### src/rtl/shift_exec.sv
// Iterative one-bit-per-cycle shifter (SLL / SRL / SRA) driven by an IDLE/SHIFT/DONE FSM.
// A request is captured only in IDLE; the result is published with a one-cycle shift_valid pulse.
module shift_exec #(
  parameter int DATA_W = 32
) (
  input  logic              CLOCK,
  input  logic              RESET,
  input  logic              enable_shift,
  input  logic [4:0]        shift_number,
  input  logic [1:0]        shift_op,
  input  logic [DATA_W-1:0] src1,
  output logic [DATA_W-1:0] shift_out,
  output logic              shift_valid,
  output logic              shift_busy
);

  typedef enum logic [1:0] {IDLE, SHIFT, DONE} state_t;

  localparam logic [1:0] OP_SLL = 2'b00;
  localparam logic [1:0] OP_SRL = 2'b01;
  localparam logic [1:0] OP_SRA = 2'b10;
  localparam logic [1:0] OP_RSV = 2'b11;

  state_t            state;
  logic [DATA_W-1:0] work;
  logic [4:0]        cnt;
  logic [1:0]        op;

  // Single-bit step; the reserved op never reaches SHIFT, so it simply passes through.
  function automatic logic [DATA_W-1:0] shift_one(input logic [DATA_W-1:0] v,
                                                  input logic [1:0]        o);
    logic signed [DATA_W-1:0] sv;
    sv = v;
    case (o)
      OP_SLL:  shift_one = {v[DATA_W-2:0], 1'b0};
      OP_SRL:  shift_one = {1'b0, v[DATA_W-1:1]};
      OP_SRA:  shift_one = sv >>> 1;
      default: shift_one = v;
    endcase
  endfunction

  always_ff @(posedge CLOCK or posedge RESET) begin
    if (RESET) begin
      state       <= IDLE;
      work        <= '0;
      cnt         <= '0;
      op          <= OP_SLL;
      shift_out   <= '0;
      shift_valid <= 1'b0;
    end else begin
      shift_valid <= 1'b0;
      case (state)
        IDLE: begin
          if (enable_shift) begin
            work  <= src1;
            op    <= shift_op;
            cnt   <= shift_number;
            state <= (shift_number == 5'd0 || shift_op == OP_RSV) ? DONE : SHIFT;
          end
        end
        SHIFT: begin
          work <= shift_one(work, op);
          cnt  <= cnt - 5'd1;
          if (cnt == 5'd1)
            state <= DONE;
        end
        DONE: begin
          shift_out   <= work;
          shift_valid <= 1'b1;
          state       <= IDLE;
        end
        default: state <= IDLE;
      endcase
    end
  end

  assign shift_busy = (state != IDLE);

endmodule

### config.mk
export PLATFORM = sky130hd
export DESIGN_NAME = shift_exec
export DESIGN_NICKNAME = d
export VERILOG_FILES = /design/src/rtl/shift_exec.sv
export SDC_FILE = /design/constraint.sdc
export NUM_CORES = 1
export LEC_CHECK = 0
export BUFFER_PORTS_ARGS = -buffer_cell sky130_fd_sc_hd__buf_2
export CAP_MARGIN = 10
export CORE_MARGIN = 2
export CORE_UTILIZATION = 49
export DETAILED_ROUTE_END_ITERATION = 10
export PLACE_DENSITY_LB_ADDON = 0.3
export SLEW_MARGIN = 25
export SYNTH_ARGS = -nofsm -noshare
export SYNTH_HDL_FRONTEND = slang
export SYNTH_SLANG_ARGS = --single-unit
### constraint.sdc
create_clock -name CLOCK -period 2.3 [get_ports CLOCK]
set_input_delay 0.46 -clock CLOCK [delete_from_list [all_inputs] [get_ports CLOCK]]
set_output_delay 0.46 -clock CLOCK [all_outputs]
set_load 0.02 [all_outputs]
# [After elaboration in Yosys (flattened, before gate mapping)]
# Cells that the tools add are included.
[totals] reg_bits=74 in_bits=42 output_inout_bits=34 elab_cells=40
[op_classes] addsub=1 eq_ne=11 n_mux=10 reduce_logical=11
[ops] operator="32-bit one-hot mux with 3 select lines" count=1
[ops] operator="32-bit one-hot mux with 2 select lines" count=1
[ops] operator="32-bit 2-to-1 mux" count=1
[ops] operator="5-bit one-hot mux with 2 select lines" count=1
[ops] operator="2-bit equality test, second input constant" count=3
[ops] operator="2-bit 2-to-1 mux" count=3
[ops] operator="2-bit inequality test, second input constant" count=3
[ops] operator="2-bit AND reduction" count=3
[ops] operator="5-bit by 1-bit equality test with 1-bit output, second input constant" count=1
[ops] operator="5-bit logical NOT" count=1
[ops] operator="5-bit 2-to-1 mux" count=1
[ops] operator="5-bit by 1-bit subtractor with 5-bit output, second input constant" count=1
[ops] operator="2-bit by 1-bit equality test with 1-bit output, second input constant" count=2
[ops] operator="2-bit logical NOT" count=2
[ops] operator="4-bit by 1-bit inequality test with 1-bit output, second input constant" count=1
[ops] operator="2-bit one-hot mux with 2 select lines" count=1
[ops] operator="4-bit AND reduction" count=1
[ops] operator="2-bit nonzero test" count=2
[ops] operator="3-bit by 1-bit inequality test with 1-bit output, second input constant" count=1
[ops] operator="3-bit AND reduction" count=1
[ops] operator="1-bit logical OR" count=1
[ops] operator="1-bit 2-to-1 mux" count=1

# [Logic depth before layout (Yosys ltp)]
# Gate-level depths: netlist (run 1).
[logic_depth] depth_word=5 depth_mapped=8 mapped_depth_nobuf=6

# [Worst setup path after synthesis (run 1)]
# No wires, ideal clock.
[synth_path] path_type="register -> register" from="register op[0]" to="register work[31]" setup_time_ns=0.125 arrival_time_ns=1.399 t_required_ns=2.175 setup_slack_ns=0.776 stages_incl_launch_ff=7 path_buffers=0 synth_period_minus_slack_ns=1.524 cell_sequence="dfrtp_1 inv_1 ha_1 and2b_4 o21ai_0 a21oi_1 mux2_2"
[synth_between] elab_chain_cells=3 elab_cells_between_ends=8 classes_between="eq/ne: 4; mux: 2; reduce/logical: 2"
[synth_lines] item="start: declaration" line="27" rtl="logic [1:0] op;"
[synth_lines] item="start signal: assignment" line="56" rtl="op <= shift_op;"
[synth_lines] item="2-bit equality test, or another cell as far along" line="34" rtl="case (o)"
[synth_lines] item="32-bit one-hot mux with 3 select lines, or another cell as far along" line="34"
[synth_lines] item="32-bit one-hot mux with 2 select lines or 4-bit AND reduction (tied branches)"
[synth_lines] item="end signal: assignment" line="55" rtl="work <= src1;"
[synth_lines] item="end signal: assignment" line="62" rtl="work <= shift_one(work, op);"
[synth_lines] item="end: declaration" line="25" rtl="logic [DATA_W-1:0] work;"
# Several ways; a longest one is shown, not always the timed one.
# A chain may end at the register's enable or synchronous reset.

# [Final worst setup path (run 1)]
[layout_path] from="register op[0]" to="register work[19]"
[layout_between] elab_chain_cells=3 elab_cells_between_ends=7 classes_between="eq/ne: 3; mux: 2; reduce/logical: 2"
[layout_lines] item="2-bit equality test, or another cell as far along" line="34"
[layout_lines] item="32-bit one-hot mux with 3 select lines or 4-bit by 1-bit inequality test with 1-bit output (tied branches)"
[layout_lines] item="32-bit one-hot mux with 2 select lines or 3-bit AND reduction (tied branches)"
# Several ways; a longest one is shown, not always the timed one.

==> results by stage, run 1 <==
Timing:
- Setup repair after global routing left no endpoint under its margin.
- The remaining max-slew budget at the tightest pin is 0.633.
- For the pin with the worst max-slew slack, the measured transition is 0.551 ns.
- The maximum clock frequency is 0.517 GHz.
- The worst clock skew is 0.00790 ns.
- The routed design could run at a clock period as short as 1.93 ns.
- The count of final setup violators is 0.
- The count of final hold-check violations came to 0.
- The number of pins with negative max-slew slack in the final report is 0.
- Of the available clock period, the critical path in the final layout requires 0.841.
- The sum of negative setup slack is 0 ns.

Cells and area:
- The number of diodes added for antenna fixing is 0.
- The layout net count is 442.
- Leaving out fill and tap cells, the most frequent cell in the layout is buf_2.
- The storage element area is 1850 sq um.
- The final non-filler cell total is 499.
- The multi-input combinational cell area is 1470 sq um.
- In the layout the commonest cells are buf_2 (75), dfrtp_1 (74), nand2_1 (36), mux2_2 (32), o21ai_0 (32).
- The area growth from synthesis to layout is 19.1%.
- The share of final-layout standard cells stronger than drive strength 1 is 0.365.
- The final standard cell area without fillers is 4230 sq um.
- The final-layout fill cell count is 652.
- The post-layout utilization of the core is 0.592.

Clocking:
- The clock reaches the later pin of the worst-skew pair after 0.34 ns.
- Buffers inserted during clock tree synthesis total 9.
- The maximum clock insertion buffer count is 2.
- After clock tree synthesis, the clock-pin slew on the worst setup and hold paths is 0.08 ns.
- The TritonCTS clock tree is built.
- The post-cts resize count is 0.
- The sink count of the clock tree is 74.
- After clock tree synthesis, the flow added hold-fix buffers numbering 0.
- CTS placed an instance of clkbuf_8 at the clock tree root.
- The H-tree was split into 3 levels.
- The number of setup buffers added after CTS is 0.

Place:
- After legalization and detailed placement, the total HPWL measured 5.14 mm.
- The count of buffers added on input and output ports is 75.
- The weighted congestion at the end of routability-driven global placement is 0.929.
- Summing all placed instances gives a cell area of 3950 sq um.
- The number of placed instances, taps included, is 483.

Critical path:
- The end point of the critical path is work[19].
- The reg-to-reg critical path startpoint is op[0].
- Setup slack on the worst reg-to-reg path comes out at 0.37 ns.
- The critical path startpoint is op[0].
- The worst path arrival time is 2.20 ns.
- The critical path goes through inv_1, ha_1, and2b_4, a21oi_4, buf_4, o21ai_0, o21ai_1.
- In this run the worst path has a maximum fanout of 21.
- The critical path is of the reg -> reg type.
- Measured in cells, the most critical reg-to-reg path has a length of 7.
- The endpoint identified for the worst register-to-register timing path is work[19].
- The slowest cell on the critical path is a21oi_4.
- The required time of the worst setup path is 2.57 ns.
- STA classifies the critical path startpoint as a flop.
- The largest single stage delay on the critical path is 0.42 ns.
- The worst setup path is captured at a flop.

Global routing:
- The first global-routing pass estimated 13.3 mm of wire.
- Entering global routing, the biggest net connects 75 pins.
- In the global route stage, overall resource usage came out at 0.218.
- The initial antenna violation count is 0.
- The via count of the first global-routing pass came to 2691.
- For this run the aggregate overflow at the end of global routing stands at 0.

Detailed routing:
- The overall routed net length is 7.98 mm.
- After detailed routing, the number of remaining DRC violations is 0.
- The number of violations reported at the end of detailed-routing iteration 0 is 216.
- The average wire length per cell after detail routing is 16.0 um.
- The first detailed-routing pass ran for 5 iterations.
- The count of vias placed by the detailed router is 2850.
- In the routed layout, each cell is associated on average with a via count of 5.71.
- The count of antenna-violating nets left after detailed routing is 0.

Die:
- In this run the horizontal extent of the chip is 89.1 um.
- For this configuration, the core starts out at a cell density of 0.498.
- The die covers 7940 sq um.
- The total area inside the core boundary comes to 7140 sq um.
- The number of placement rows is 31.
- The vertical die dimension is 89.1 um.
- The number of top-level design ports is 76.

Logic synthesis:
- After synthesis the netlist holds a flip-flop and latch count of 74.
- The mean instance size in the synthesized netlist is 11.0 sq um.
- The fraction of synthesis flops using an asynchronous set or reset pin is 1.00.
- In this run, distinct cell masters in the synthesized netlist total 38.
- Synthesis produced a netlist with a net count of 370.
- The most used flip-flop cell after synthesis is dfrtp_1.
- The count of flip-flops with a built-in enable after synthesis is 0.
- The netlist area before placement is 3550 sq um.
- The share of the Yosys chip area taken by registers is 0.521.
- Synthesis produced 323 cells.
- The number of synthesis warnings is 0.

Min path:
- The path class of the tightest hold or removal check is in -> async.

Job:
- Max-cap violations in this run came to 0.

Pwr:
- The analysis attributes to cell leakage a power of 0.00199 uW.
- Power spread over the standard cell area amounts to 1720 nW/um^2.
- Total power for the finished layout comes to 7260 uW.
- The worst ir drop on vdd is 0.727 mV.

Run status:
- The run finished with clean final reports.
## synthesized netlist by cell type, types with 5 or more instances
master | instances | area share
nand2_1 | 36 | 0.038
nor2_1 | 10 | 0.011
o21ai_1 | 31 | 0.044
a221oi_1 | 29 | 0.072
mux2_2 | 32 | 0.10
dfrtp_1 | 74 | 0.52
buf_6 | 11 | 0.035
buf_2 | 5 | 0.0070
ha_1 | 5 | 0.018
inv_1 | 8 | 0.0085
a21oi_1 | 9 | 0.013
o21ai_0 | 32 | 0.045
buf_4 | 5 | 0.011
## cell families after synthesis
group,share of synthesized area
simple gates,0.0811
compound gates,0.209
mux,0.105
fa+ha+maj,0.0176
buf+inv,0.0662
flops,0.521
## state kept, by name (all words and copies together), names as in the netlist
signal	cells
work	32
cnt	5
shift_out	32
shift_valid	1
state	2
op	2
## critical path: cells and delay by family (launching register included)
| family | cells | cell delay [ns] |
|---|---|---|
| fa+ha+maj | 1 | 0.17 |
| simple gates | 1 | 0.21 |
| buf+inv | 2 | 0.39 |
| compound gates | 3 | 0.70 |
| flops | 1 | 0.39 |
## layout make-up
class | instances | area share
flip-flops and latches | 74 | 0.438
clock buffers | 10 | 0.0326
multi-input cells | 215 | 0.347
clock inverters | 6 | 0.0326
well taps | 99 | 0.0293
repair buffers | 86 | 0.111
inverters | 9 | 0.00888
## worst min-delay path by stage
| stage | startpoint | end | slack [ns] | cells past startpoint |
|---|---|---|---|---|
| 6_report | RESET | work[15] | 0.21 | 3 |
| 3_5_place_dp | shift_out[30] | shift_out[30] | 0.47 | 1 |
| 2_1_floorplan | work[1] | work[1] | 0.48 | 2 |
| 3_3_place_gp | shift_out[30] | shift_out[30] | 0.48 | 1 |
| 4_1_cts | RESET | shift_out[0] | 0.22 | 3 |
| 5_1_grt | RESET | shift_out[5] | 0.25 | 3 |
## power by group
| group | switching, uW | internal, uW |
|---|---|---|
| clock | 498 | 864 |
| sequential | 524 | 1960 |
| combinational | 2020 | 1400 |
| total | 3050 | 4220 |
## per-stage QoR
stage | hold WS (ns) | worst slack [ns]
after CTS | 0.221 | 0.363
after global placement | 0.477 | 0.493
after global routing | 0.248 | 0.217
after detailed placement | 0.469 | 0.429
after floorplan | 0.482 | 0.776
final | 0.207 | 0.366
## per-layer routing
layer,global-route usage,routed length (um)
met3,0.0397,503
met1,0.293,3400
met5,0,0
met2,0.345,3890
met4,0.0963,174
Power figures use the tool's default switching activity.
==> run 2: changes to the inputs <==
--- a/config.mk
+++ b/config.mk
@@ -8,7 +8,7 @@
 export BUFFER_PORTS_ARGS = -buffer_cell sky130_fd_sc_hd__buf_2
 export CAP_MARGIN = 10
 export CORE_MARGIN = 2
-export CORE_UTILIZATION = 49
+export CORE_UTILIZATION = 54
 export DETAILED_ROUTE_END_ITERATION = 10
 export PLACE_DENSITY_LB_ADDON = 0.3
 export SLEW_MARGIN = 25
==> constraint.sdc (replaced) <==
create_clock -name CLOCK -period 2 [get_ports CLOCK]
set_input_delay 0.4 -clock CLOCK [delete_from_list [all_inputs] [get_ports CLOCK]]
set_output_delay 0.4 -clock CLOCK [all_outputs]
set_load 0.02 [all_outputs]
==> run 2 against run 1 <==
  * Critical path depth down 5
  * Register-to-register slack about the same
  * Utilization grew 6.1 points
  * Via count is 0.25% lower
  * Clock power down 13%
  * Power increased by 10%
  * Die area down 8.8%
  * Non-clock buffer count grew 3
  * Sequential share of layout area is 0.81 points higher
  * Largest cell class unchanged
==> results by stage, run 2 (synthesis results as in run 1) <==
Clocking:
- The number of setup buffers added after CTS is 0 (unchanged).
- The tree is rooted in a clkbuf_8.
- The insertion delay of the later-clocked pin in the worst-skew pair is 0.35 ns (about the same).
- The sink count of the clock tree is 74 (unchanged).
- The number of buffers added by the clock tree synthesis step is 9 (unchanged).
- The post-cts resize count is 0 (unchanged).
- The maximum clock insertion buffer count is 2 (unchanged).
- TritonCTS built the clock tree.
- The clock slew seen by the registers of the worst setup and hold paths came to 0.08 ns (about the same).
- The CTS H-tree depth is 3 (unchanged).
- The post-cts hold buffer count is 0 (unchanged).

Critical path:
- The longest individual stage delay on the worst path is 0.53 ns (+0.11 ns).
- Walking the worst path, the cells encountered are or2_2, buf_2.
- STA classifies the critical path startpoint as a flop.
- The maximum fanout along the worst path came to 10 (-52%).
- STA classifies the critical path endpoint as an output port.
- The critical path in this run is classified as reg -> out.
- The worst path arrival time is 1.38 ns (-0.82 ns).
- The slowest cell on the critical path is dfrtp_1.
- The required time of the worst setup path is 1.60 ns (-0.97 ns).

Timing:
- The slew at the pin with the worst max-slew slack is 0.401 ns (-0.150 ns).
- The sum of negative setup slack is 0 ns (unchanged).
- The worst clock skew came to 0.00425 ns (-0.00365 ns).
- The time the worst path needs with I/O delays and setup is 1.78 ns.
- The remaining max-slew budget at the tightest pin is 0.729 (+0.0959).
- The count of final hold-check violations is 0 (unchanged).
- The post-route worst hold slack is 0.119 ns (-0.0878 ns).
- Static timing analysis puts the maximum clock frequency at 0.561 GHz.
- In the finished design, the share of the clock period the worst path needs comes to 0.891.
- The count of final setup violators is 0 (unchanged).
- Setup repair after global routing left no endpoint under its margin.
- The number of pins with negative max-slew slack in the final report is 0 (unchanged).

Die:
- The vertical die dimension was 85.1 um (-4.5%).
- The floorplan die area is 7240 sq um (-8.8%).
- The effective utilization at floorplan is 0.559 (+0.0617).
- The core box area is 6350 sq um (-11%).
- The number of placement rows is 29 (-6.5%).
- The die extent in x came to 85.1 um (-4.5%).
- The number of top-level design ports is 76 (unchanged).

Cells and area:
- The number of diodes added for antenna fixing is 0 (unchanged).
- The post-layout utilization of the core came to 0.654 (+0.0614).
- The layout net count came to 445 (+0.68%).
- The final-layout fill cell count came to 520 (-20%).
- Leaving out fill and tap cells, the most frequent cells in the layout are buf_2 (75), dfrtp_1 (74), nand2_1 (36), mux2_2 (32), o21ai_0 (32).
- The share of final-layout standard cells stronger than drive strength 1 is 0.370 (+0.00473).
- The largest registers in the layout are shift_out: 32 flops, work: 32 flops, cnt: 5 flops.
- The library cell used most frequently in the layout, excluding fill and tap cells, is buf_2.
- Compared with the post-synthesis result, the final layout area differs by 16.9%.
- The final standard cell area without fillers is 4150 sq um (-1.8%).

Place:
- The weighted congestion at the end of routability-driven global placement is 0.774 (-17%).
- The detailed placer's ending HPWL is 5.29 mm (+3.0%).
- The number of port buffers is 75 (unchanged).
- The placement-stage cell area is 3950 sq um (-0.13%).

Run status:
- The run finished with clean final reports.

Detailed routing:
- The vias per cell is 5.92 (+3.7%).
- The overall routed net length was 7.83 mm (-1.8%).
- The number of violations reported at the end of detailed-routing iteration 0 was 162 (-25%).
- The average wire length per cell after detail routing is 16.3 um (+2.0%).
- The met3 wire length is 506 um (+0.60%).
- The met2 routed wirelength is 3.79 mm (-2.6%).
- The count of antenna-violating nets left after detailed routing came to 0 (unchanged).
- The first-pass iteration count of the detailed router is 5 (unchanged).
- The met1 wire length is 3.41 mm (about the same).
- The DRC violation count after routing is 0 (unchanged).
- In this run the top signal layer used is met4.
- The count of vias placed by the detailed router is 2843 (-0.25%).

Global routing:
- The pin count of the biggest net entering global routing is 75 (unchanged).
- The global-route usage over all layers is 0.228 (+0.0103).
- The initial antenna violation count is 0 (unchanged).
- The first-pass GRT wire length is 13.0 mm (-1.9%).
- The via count of the first global-routing pass came to 2680 (-0.41%).
- The global route total overflow is 0 (unchanged).

Pwr:
- The post-route total power is 8000 uW (+10%).
- The worst ir drop on vdd is 1.20 mV (+65%).
- The power density over the cells is 1930 nW/um^2 (+12%).
- The reported leakage power was 0.00196 uW (-1.4%).

Job:
- The number of max-capacitance violations reported is 0 (unchanged).

Min path:
- The path category of the worst min-delay check is in -> async.
==> run 2: report_power, final <==
part	total, uW	internal (uW)	switching [uW]
sequential	2840	2250	589
clock	1180	609	568
combinational	3990	1650	2340
==> run 2: layout make-up <==
type	count	area (sq um)	share of cell area
Sequential cell	74	1850	0.446
Multi-Input combinational cell	215	1470	0.354
Timing Repair Buffer	89	493	0.119
Clock buffer	10	138	0.0332
Tap cell	77	96.3	0.0232
Clock inverter	6	66.3	0.0160
Inverter	9	37.5	0.00904
==> run 2: worst paths after layout <==
path,start,endpoint,slack [ns],depth (start not counted)
setup / recovery,state[0],shift_busy,0.22,2
hold / removal,RESET,shift_out[13],0.12,3
setup reg to reg,op[0],work[20],0.38,7
hold reg to reg,shift_out[30],shift_out[30],0.50,1
max in group asynchronous,RESET,work[27],1.52,3
min in group CLOCK,shift_op[1],op[1],0.31,3
==> run 2: metrics by stage <==
stage | instances | setup WS (ns)
3_3_place_gp | 464 | 0.443
4_1_cts | 480 | 0.205
2_1_floorplan | 323 | 0.476
5_1_grt | 480 | 0.161
6_report | 480 | 0.218
3_5_place_dp | 464 | 0.390
==> run 2: worst max-delay path: cells and delay by family, from the launching register on <==
kind	cells	cell delay (ns)
flip-flops	1	0.53
buffers and inverters	1	0.16
AND/OR/NAND/NOR	1	0.35
==> run 2: layer usage <==
layer  GRT usage  vias up
met5           0        -
met4      0.0664        0
met3      0.0623       13
met2       0.357      125
met1       0.314     1374
li1            -     1331
